### src/rtl/stream_sequencer.sv
// rtl/stream_sequencer.sv - segmented memory-to-stream sequencer with capture port
module stream_sequencer #(
  parameter int DATA_W  = 16,
  parameter int WORD_W  = 32,
  parameter int ADDR_W  = 12,
  parameter int NUM_SEG = 3
) (
  input  logic                      clk,
  input  logic                      rst_n,
  input  logic                      start,
  input  logic                      abort,
  input  logic [NUM_SEG*ADDR_W-1:0] seg_base,
  input  logic [NUM_SEG*ADDR_W-1:0] seg_len,
  input  logic [NUM_SEG-1:0]        seg_split,
  output logic                      mem_rd_en,
  output logic [ADDR_W-1:0]         mem_addr,
  input  logic [WORD_W-1:0]         mem_rdata,
  output logic                      out_vld,
  output logic [DATA_W-1:0]         out_data,
  input  logic                      out_rdy,
  input  logic                      sink_vld,
  input  logic [DATA_W-1:0]         sink_data,
  output logic                      sink_rdy,
  input  logic [ADDR_W-1:0]         cap_base,
  input  logic [ADDR_W-1:0]         cap_expect,
  output logic                      cap_we,
  output logic [ADDR_W-1:0]         cap_addr,
  output logic [DATA_W-1:0]         cap_wdata,
  output logic                      busy,
  output logic                      done,
  output logic [ADDR_W-1:0]         cap_cnt
);
  localparam int BEATS  = WORD_W / DATA_W;
  localparam int BEAT_W = (BEATS > 1) ? $clog2(BEATS) : 1;
  localparam int SEG_W  = $clog2(NUM_SEG + 1);
  localparam logic [SEG_W-1:0] SEG_NONE = SEG_W'(NUM_SEG);

  typedef enum logic [2:0] {S_IDLE, S_FETCH, S_STREAM, S_DRAIN, S_DONE} state_t;
  state_t r_state, w_state_next;

  logic [NUM_SEG*ADDR_W-1:0] r_seg_base, r_seg_len;
  logic [NUM_SEG-1:0]        r_seg_split;
  logic [ADDR_W-1:0]         r_cap_base, r_cap_expect;

  logic              r_rd_active, r_rd_split, r_pend, r_pend_split;
  logic [SEG_W-1:0]  r_rd_seg;
  logic [ADDR_W-1:0] r_rd_addr, r_rd_left;

  logic [WORD_W-1:0] r_buf_word [2];
  logic [1:0]        r_buf_split, r_cnt;
  logic              r_wr_ptr, r_rd_ptr;
  logic [BEAT_W-1:0] r_beat;

  logic              r_cap_we;
  logic [ADDR_W-1:0] r_cap_cnt, r_cap_addr;
  logic [DATA_W-1:0] r_cap_wdata;

  logic              w_clear, w_start, w_have_head, w_head_split, w_last_beat;
  logic              w_fire, w_pop, w_push, w_deq;
  logic [1:0]        w_cnt_next;
  logic [WORD_W-1:0] w_head_word;
  logic [SEG_W-1:0]  w_start_seg, w_adv_seg, w_start_sel, w_adv_sel;

  // First segment at or after 'from' with a non-zero length, SEG_NONE if none
  function automatic logic [SEG_W-1:0] f_first_seg(input logic [NUM_SEG*ADDR_W-1:0] lens,
                                                   input int from);
    logic [SEG_W-1:0] idx;
    idx = SEG_NONE;
    for (int i = NUM_SEG - 1; i >= 0; i--) begin
      if (i >= from && lens[i*ADDR_W +: ADDR_W] != '0) idx = SEG_W'(i);
    end
    return idx;
  endfunction

  // Datapath control: read issue, output head selection (bypasses the buffer when empty)
  always_comb begin
    w_clear      = !rst_n || abort;
    w_start      = start && !abort && (r_state == S_IDLE || r_state == S_DONE);
    w_start_seg  = f_first_seg(seg_len, 0);
    w_adv_seg    = f_first_seg(r_seg_len, int'(r_rd_seg) + 1);
    w_start_sel  = (w_start_seg == SEG_NONE) ? '0 : w_start_seg;
    w_adv_sel    = (w_adv_seg == SEG_NONE) ? '0 : w_adv_seg;
    w_have_head  = (r_cnt != 2'd0) || r_pend;
    w_head_word  = (r_cnt != 2'd0) ? r_buf_word[r_rd_ptr] : mem_rdata;
    w_head_split = (r_cnt != 2'd0) ? r_buf_split[r_rd_ptr] : r_pend_split;
    w_last_beat  = !w_head_split || (r_beat == BEAT_W'(BEATS - 1));
    out_vld      = (r_state == S_STREAM) && w_have_head;
    w_fire       = out_vld && out_rdy;
    w_pop        = w_fire && w_last_beat;
    w_push       = r_pend && !((r_cnt == 2'd0) && w_pop);
    w_deq        = w_pop && (r_cnt != 2'd0);
    w_cnt_next   = r_cnt + {1'b0, w_push} - {1'b0, w_deq};
    mem_rd_en    = (r_state == S_FETCH || r_state == S_STREAM) && r_rd_active &&
                   (w_cnt_next <= 2'd1);
    mem_addr     = mem_rd_en ? r_rd_addr : '0;
    out_data     = out_vld ? w_head_word[int'(r_beat)*DATA_W +: DATA_W] : '0;
  end

  // Next-state and status outputs
  always_comb begin
    w_state_next = r_state;
    case (r_state)
      S_IDLE:   if (w_start) w_state_next = S_FETCH;
      S_FETCH:  w_state_next = r_rd_active ? S_STREAM : S_DRAIN;
      S_STREAM: if (!r_rd_active && w_pop && w_cnt_next == 2'd0) w_state_next = S_DRAIN;
      S_DRAIN:  if (r_cap_cnt == r_cap_expect) w_state_next = S_DONE;
      S_DONE:   if (w_start) w_state_next = S_FETCH;
      default:  w_state_next = S_IDLE;
    endcase
    if (abort) w_state_next = S_IDLE;
    busy     = (r_state == S_FETCH) || (r_state == S_STREAM) || (r_state == S_DRAIN);
    done     = (r_state == S_DONE);
    sink_rdy = busy;
  end

  // State register
  always_ff @(posedge clk) begin
    if (!rst_n) r_state <= S_IDLE;
    else        r_state <= w_state_next;
  end

  // Run configuration captured at start
  always_ff @(posedge clk) begin
    if (!rst_n) begin
      r_seg_base   <= '0;
      r_seg_len    <= '0;
      r_seg_split  <= '0;
      r_cap_base   <= '0;
      r_cap_expect <= '0;
    end else if (w_start) begin
      r_seg_base   <= seg_base;
      r_seg_len    <= seg_len;
      r_seg_split  <= seg_split;
      r_cap_base   <= cap_base;
      r_cap_expect <= cap_expect;
    end
  end

  // Read walker: steps through words, hopping straight over empty segments
  always_ff @(posedge clk) begin
    if (w_clear) begin
      r_rd_active  <= 1'b0;
      r_rd_seg     <= '0;
      r_rd_addr    <= '0;
      r_rd_left    <= '0;
      r_rd_split   <= 1'b0;
      r_pend       <= 1'b0;
      r_pend_split <= 1'b0;
    end else begin
      r_pend <= mem_rd_en;
      if (mem_rd_en) r_pend_split <= r_rd_split;
      if (w_start) begin
        r_rd_active <= (w_start_seg != SEG_NONE);
        r_rd_seg    <= w_start_seg;
        r_rd_addr   <= seg_base[int'(w_start_sel)*ADDR_W +: ADDR_W];
        r_rd_left   <= seg_len[int'(w_start_sel)*ADDR_W +: ADDR_W];
        r_rd_split  <= seg_split[w_start_sel];
      end else if (mem_rd_en) begin
        if (r_rd_left == ADDR_W'(1)) begin
          r_rd_active <= (w_adv_seg != SEG_NONE);
          r_rd_seg    <= w_adv_seg;
          r_rd_addr   <= r_seg_base[int'(w_adv_sel)*ADDR_W +: ADDR_W];
          r_rd_left   <= r_seg_len[int'(w_adv_sel)*ADDR_W +: ADDR_W];
          r_rd_split  <= r_seg_split[w_adv_sel];
        end else begin
          r_rd_addr <= r_rd_addr + ADDR_W'(1);
          r_rd_left <= r_rd_left - ADDR_W'(1);
        end
      end
    end
  end

  // Two-word prefetch buffer and beat index within the head word
  always_ff @(posedge clk) begin
    if (w_clear) begin
      r_wr_ptr    <= 1'b0;
      r_rd_ptr    <= 1'b0;
      r_cnt       <= 2'd0;
      r_beat      <= '0;
      r_buf_split <= '0;
    end else begin
      if (w_push) begin
        r_buf_word[r_wr_ptr]  <= mem_rdata;
        r_buf_split[r_wr_ptr] <= r_pend_split;
        r_wr_ptr              <= ~r_wr_ptr;
      end
      if (w_deq) r_rd_ptr <= ~r_rd_ptr;
      r_cnt <= w_cnt_next;
      if (w_pop)       r_beat <= '0;
      else if (w_fire) r_beat <= r_beat + BEAT_W'(1);
    end
  end

  // Capture port: one registered write per accepted sink beat, saturating count
  always_ff @(posedge clk) begin
    if (w_clear) begin
      r_cap_we    <= 1'b0;
      r_cap_cnt   <= '0;
      r_cap_addr  <= '0;
      r_cap_wdata <= '0;
    end else begin
      r_cap_we <= sink_vld && sink_rdy;
      if (sink_vld && sink_rdy) begin
        r_cap_addr  <= r_cap_base + r_cap_cnt;
        r_cap_wdata <= sink_data;
        if (r_cap_cnt != '1) r_cap_cnt <= r_cap_cnt + ADDR_W'(1);
      end
      if (w_start) r_cap_cnt <= '0;
    end
  end

  assign cap_we    = r_cap_we;
  assign cap_addr  = r_cap_addr;
  assign cap_wdata = r_cap_wdata;
  assign cap_cnt   = r_cap_cnt;
endmodule
### config.mk
export PLATFORM = sky130hd
export DESIGN_NAME = stream_sequencer
export DESIGN_NICKNAME = d
export VERILOG_FILES = /design/src/rtl/stream_sequencer.sv
export SDC_FILE = /design/constraint.sdc
export NUM_CORES = 1
export LEC_CHECK = 0
export CORE_MARGIN = 5
export CORE_UTILIZATION = 50
export DETAILED_ROUTE_END_ITERATION = 10
export PLACE_DENSITY_LB_ADDON = 0.15
export SETUP_SLACK_MARGIN = 0.4
export SYNTH_ARGS = -nofsm -noshare
export SYNTH_HDL_FRONTEND = slang
export SYNTH_SLANG_ARGS = --single-unit
### constraint.sdc
create_clock -name clk -period 8.8 [get_ports clk]
set_clock_uncertainty 0.1 [all_clocks]
set_input_delay 1.76 -clock clk [delete_from_list [all_inputs] [get_ports clk]]
set_output_delay 1.76 -clock clk [all_outputs]
set_load 0.03 [all_outputs]
Yosys cells after proc, flatten, opt, wreduce, memory -nomap -nowiden
Memory sizes are Yosys's and may differ from the RTL's. A register that Yosys moved wholly into a read port is not among the register bits.
Index checks and enable logic that the tools add are counted.
Widths: inputs -> output; s select.
{"block": "totals", "reg_bits": 180, "ramBits": 64, "input_bits": 153, "elab_cells": 157, "memories": 1}
{"block": "op_classes", "n_addsub": 8, "mul": 2, "n_lt_le_gt_ge": 9, "eq_ne": 14, "shifts": 5, "n_mux": 46, "n_bitwise": 3, "n_reduce_logical": 47}
{"name": "r_buf_word", "words": 2, "word_bits": 32, "read_ports": 1, "rd_clocked_by_memory_dff": 1, "write_ports": 1, "line_no": "49", "text": "logic [WORD_W-1:0] r_buf_word [2];"}
{"cell": "$mux 12", "count": 7}
{"cell": "$reduce_bool 12->1", "count": 6}
{"cell": "$shiftx 36x32->12", "count": 2}
{"cell": "$shiftx 36x7->12", "count": 2}
{"cell": "$mux 32", "count": 1}
{"cell": "$shiftx 32x6->16", "count": 1}
{"cell": "$add 12x1->12 const B", "count": 2}
{"cell": "$mux 1", "count": 20}
{"cell": "$mux 2", "count": 9}
{"cell": "$logic_and 1x1->1", "count": 17}
{"cell": "$mux 16", "count": 1}
{"cell": "$add 12x12->12", "count": 1}
{"cell": "$eq 12x1->1 const B", "count": 1}
{"cell": "$eq 12x12->1", "count": 1}
{"cell": "$ne 12x12->1 const B", "count": 1}
{"cell": "$pmux 3 s4", "count": 1}
{"cell": "$sub 12x1->12 const B", "count": 1}
{"cell": "$mux 3", "count": 3}
{"cell": "$mul 2x2->4 const B", "count": 2}
{"cell": "$reduce_or 2->1", "count": 4}
{"cell": "$eq 3x2->1 const B", "count": 2}
{"cell": "$ge 1x3->1 const A", "count": 2}
{"cell": "$logic_or 1x1->1", "count": 6}
{"cell": "$lt 2x3->1 const B", "count": 2}
{"cell": "other kinds (23)", "count": 39}

Longest topological paths before layout
{"block": "logic_depth", "ltp_word": 15, "depth_mapped": 17}

Least setup slack after synthesis
OpenSTA, ideal clock, no wires.
{"block": "synth_timing", "path_type": "input port to output port", "from": "input out_rdy", "to": "output mem_addr[2]", "arrival_time_ns": 4.544, "required_ns": 6.940, "setup_slack_ns": 2.395, "cell_stages": 12, "path_cell_list": "nand3_1 o21ai_1 ha_1 inv_1 ha_1 xor3_1 or4b_1 clkbuf_1 inv_2 buf_2 clkbuf_1 and2_1"}
{"block": "synth_between", "elab_chain_cells": 10}
{"element": "start: declaration", "line_no": "20", "text": "input logic out_rdy,"}
{"element": "$logic_and 1x1->1 (*)", "line_no": "88", "text": "w_fire = out_vld && out_rdy;"}
{"element": "$logic_and 1x1->1 (*)", "line_no": "89", "text": "w_pop = w_fire && w_last_beat;"}
{"element": "$logic_and 1x1->1", "line_no": "90", "text": "w_push = r_pend && !((r_cnt == 2'd0) && w_pop);"}
{"element": "$logic_not 1->1", "line_no": "90"}
{"element": "$logic_and 1x1->1", "line_no": "90"}
{"element": "$add 2x1->2", "line_no": "92", "text": "w_cnt_next = r_cnt + {1'b0, w_push} - {1'b0, w_deq};"}
{"element": "$sub 2x1->2 (*)", "line_no": "92"}
{"element": "$le 2x1->1 (*)", "line_no": "94", "text": "(w_cnt_next <= 2'd1);"}
{"element": "$logic_and 1x1->1 (*)", "line_no": "93", "text": "mem_rd_en = (r_state == S_FETCH || r_state == S_STREAM) && r_rd_active &&"}
{"element": "net mem_rd_en", "line_no": "15", "text": "output logic mem_rd_en,"}
{"element": "$mux 12 (*)", "line_no": "95", "text": "mem_addr = mem_rd_en ? r_rd_addr : '0;"}
{"element": "end: declaration", "line_no": "16", "text": "output logic [ADDR_W-1:0] mem_addr,"}
Mark *: on every way through the listed nets, which the timed path passes. The rest lies on a longest branch.

Worst setup path after layout
{"block": "layout_timing", "from": "input out_rdy", "to": "output mem_addr[0]"}
{"block": "layout_between", "elab_chain_cells": 10}
{"element": "$logic_and 1x1->1 (*)", "line_no": "88"}
{"element": "$logic_and 1x1->1 (*)", "line_no": "89"}
{"element": "$logic_and 1x1->1", "line_no": "90"}
{"element": "$logic_not 1->1", "line_no": "90"}
{"element": "$logic_and 1x1->1", "line_no": "90"}
{"element": "$add 2x1->2", "line_no": "92"}
{"element": "$sub 2x1->2 (*)", "line_no": "92"}
{"element": "$le 2x1->1 (*)", "line_no": "94"}
{"element": "$logic_and 1x1->1 (*)", "line_no": "93"}
{"element": "$mux 12 (*)", "line_no": "95"}
Every way passes the cells marked *; elsewhere a longest branch is shown, timed or not.

==> metrics.md <==
| Metric | Value |
|---|---|
| Max_slew headroom | `0.207` |
| Top-count cell post-synth | `nand2_1` |
| Total track usage | `0.239` |
| Crit-path slowest cell | `clkdlybuf4s50_1` |
| Reg area | `5550 sq um` |
| Post-synthesis xor/xnor area fraction | `0.0299` |
| Clock Path Buffers | `3` |
| Grt ovf | `0` |
| Filler Cell Count | `1938` |
| N_diodes | `0` |
| Net Count, Synth | `1490` |
| Area grow syn2layout | `28.1%` |
| Final Instance Area | `15300 sq um` |
| Final worst setup slack | `1.29 ns` |
| Run status | `complete, no violations` |
| Final wirelength | `33.9 mm` |
| Synth area leaders | `dfxtp_1, edfxtp_1, nand2_1` |
| Clock slew at reported path FFs | `0.06 ns` |
| First-pass GRT wire length | `53.0 mm` |
| Critical path cell sequence | `clkdlybuf4s50_1, nand3_1, o21ai_1, ha_1, inv_1, ha_1, xor3_1, or4b_1, buf_4, inv_2, and2_1, clkdlybuf4s50_1` |
| Clk root buf | `clkbuf_16` |
| Yosys cell types | `76` |
| Quantity of gates resized following cts | `0` |
| Synth area leader | `dfxtp_1` |
| Final slew viol count | `0` |
| Mux contribution to synthesized area | `0.0605` |
| Worst IR Drop VDD | `0.115 mV` |
| Synth Cell Area | `11900 sq um` |
| Placed Cells | `1782` |
| Worst Setup End Kind | `output port` |
| Crit path max fanout | `23` |
| I/O pin cnt | `227` |
| Main combinational cell family by area after synthesis | `compound AO/OA/AOI/OAI gates` |
| 1st-iter DRT viols | `968` |
| CTS buffer count | `26` |
| Antenna-violating nets left | `0` |
| First drt pass iteration count | `5` |
| Worst min path class | `register to register` |
| # H-tree levels | `1` |
| Layout cells sized above 1 | `0.0642` |
| RePlAce Congestion | `0.928` |
| Final Hold Fails | `0` |
| Routed WL per cell | `18.5 microns` |
| Row cnt | `56` |
| Multi-input logic area | `5990 sq um` |
| Drt via density | `5.79` |
| Finished Layout Cells | `1829` |
| Endpoints failing setup | `0` |
| Final #Nets | `1662` |
| Startpoint type of the worst setup path | `primary input` |
| EDFF count, synth | `64` |
| Commonest cells post-synth | `nand2_1, dfxtp_1, clkbuf_1, nor2_1, a21boi_0` |
| Worst slew pin tran | `1.19 ns` |
| Top-area cell type share of the netlist area | `0.303` |
| Simple-gate share of the synthesized area | `0.189` |
| Hpwl dp | `23.2 mm` |
| Post-layout minimum cycle time | `7.51 ns` |
| Arrival time worst endpoint | `5.65 ns` |
| Synth Area in Adders | `0.0195` |
| Full die area | `27100 sq um` |
| Hold Path Depth | `2` |
| Critical Path Max Stage Delay | `0.67 ns` |
| Reg2Reg Depth | `13` |
| Core area | `23500 sq um` |
| CTS tree | `yes` |
| Post-Syn Area per Cell | `9.05 sq um` |
| Hold buffers post-CTS | `0` |
| Max Cap Violations | `0` |
| Final setup TNS | `0 ns` |
| Cells after Synth | `1319` |
| Leakage Power | `0.00531 uW` |
| Fmax achieved | `133 MHz` |
| Worst slack, placed | `1.34 ns` |
| Die Width | `165 microns` |
| Sequential fraction of the synthesis area | `0.464` |
| Total number of vias | `10589` |
| Post-synth top flop | `dfxtp_1` |
| Yosys warns | `0` |
| Period utilization | `0.853` |
| Chip Height | `165 microns` |
| Yosys reg bits | `245` |
| Vias in the first global route | `10186` |
| Post-CTS Setup Inserts | `0` |
| Port-buffer cells | `226` |
| WS Path Type | `primary input to output port` |
| Number of antenna violations at the first check in global routing | `0` |
| CP required | `6.94 ns` |
| Power Density | `176 nW/um^2` |
| DRC Markers | `0` |
| Initial Util | `0.509` |
| Placed Area | `14400 sq um` |
| FFs w/ async S/R, synth | `0` |
| RSZ-0062 raised after global routing | `no` |
| Clock Latency Late Sink | `0.52 ns` |
| Compound-cell area share of the yosys netlist | `0.198` |
| CTS sink cnt | `245` |
| Largest net degree at the start of global routing | `102` |
| Final Core Density | `0.652` |
through the flow:
step	hold slack, ns	power [uW]
3_5_place_dp	0.345	1530
4_1_cts	0.353	2700
3_3_place_gp	0.339	1530
6_report	0.353	2690
2_1_floorplan	0.330	1390
5_1_grt	0.368	2770
sequential cells by signal, indices dropped and copies added, names as in the netlist, 2 cells and up, named ones only:
signal / count
cap_addr: 12
cap_cnt: 12
cap_wdata: 16
r_buf_split: 2
r_buf_word: 64
r_cap_base: 12
r_cap_expect: 12
r_cnt: 2
r_rd_addr: 12
r_rd_left: 12
r_rd_seg: 2
r_seg_base: 36
r_seg_len: 36
r_seg_split: 3
r_state: 3
logic make-up (layout without fill, tap and decap cells):
| kind of cell | after synthesis | after routing |
|---|---|---|
| AOI/OAI and AO/OA | 343 | 343 |
| buffers and inverters | 117 | 308 |
| DFF | 245 | 245 |
| adders and majority gates | 18 | 18 |
| muxes | 52 | 52 |
| and+or+nand+nor | 505 | 505 |
| xor gates and xnor gates | 39 | 39 |
cell usage in the layout, fill, tap and decap left out, types with 18 or more instances in the layout:
cell / n
inv_1: 18
dfxtp_1: 180
a21boi_0: 74
nand2_1: 285
clkdlybuf4s50_1: 225
clkbuf_16: 27
o21ai_0: 35
o21ai_1: 18
xor2_1: 22
edfxtp_1: 64
mux2i_1: 35
a21boi_1: 27
a21oi_1: 47
nor4_1: 23
a211oi_1: 28
nor2_1: 76
nand3_1: 23
final cells by class:
cell class                 count  area share
inverter                      21     0.00515
multi-input combinational    957       0.392
sequential                   245       0.363
timing repair buffer         240       0.155
tap                          319      0.0261
clock buffer                  34      0.0472
clock inverter                13      0.0127
worst paths after layout:
path / startpoint / to / slack [ns]
worst min-delay path: cap_addr[4]$_SDFFE_PP0P_ / cap_addr[4]$_SDFFE_PP0P_ / 0.35
worst min register to register: cap_addr[4]$_SDFFE_PP0P_ / cap_addr[4]$_SDFFE_PP0P_ / 0.35
worst max register to register: r_beat$_SDFFE_PP0P_ / r_rd_addr[1]$_SDFFE_PP0P_ / 3.95
worst max-delay path: out_rdy / mem_addr[0] / 1.29
critical path: cells and delay by family:
family	cells	cell delay (ns)
fa+ha+maj	2	0.48
buf+inv	5	1.83
simple gates	3	0.81
compound gates	1	0.51
xor+xnor	1	0.24
routing by layer:
layer / wire (microns) / vias to the layer above / GRT usage
li1: - / 5078 / -
met5: 0 / - / 0
met4: 875 / 0 / 0.0718
met3: 2660 / 70 / 0.0404
met2: 16000 / 409 / 0.399
met1: 14300 / 5032 / 0.321
report_power, final:
group          internal (uW)  total, uW  switching [uW]
combinational            139        308             169
clock                    722       1180             453
sequential              1180       1200            20.4
(Power assumes the default switching activity.)
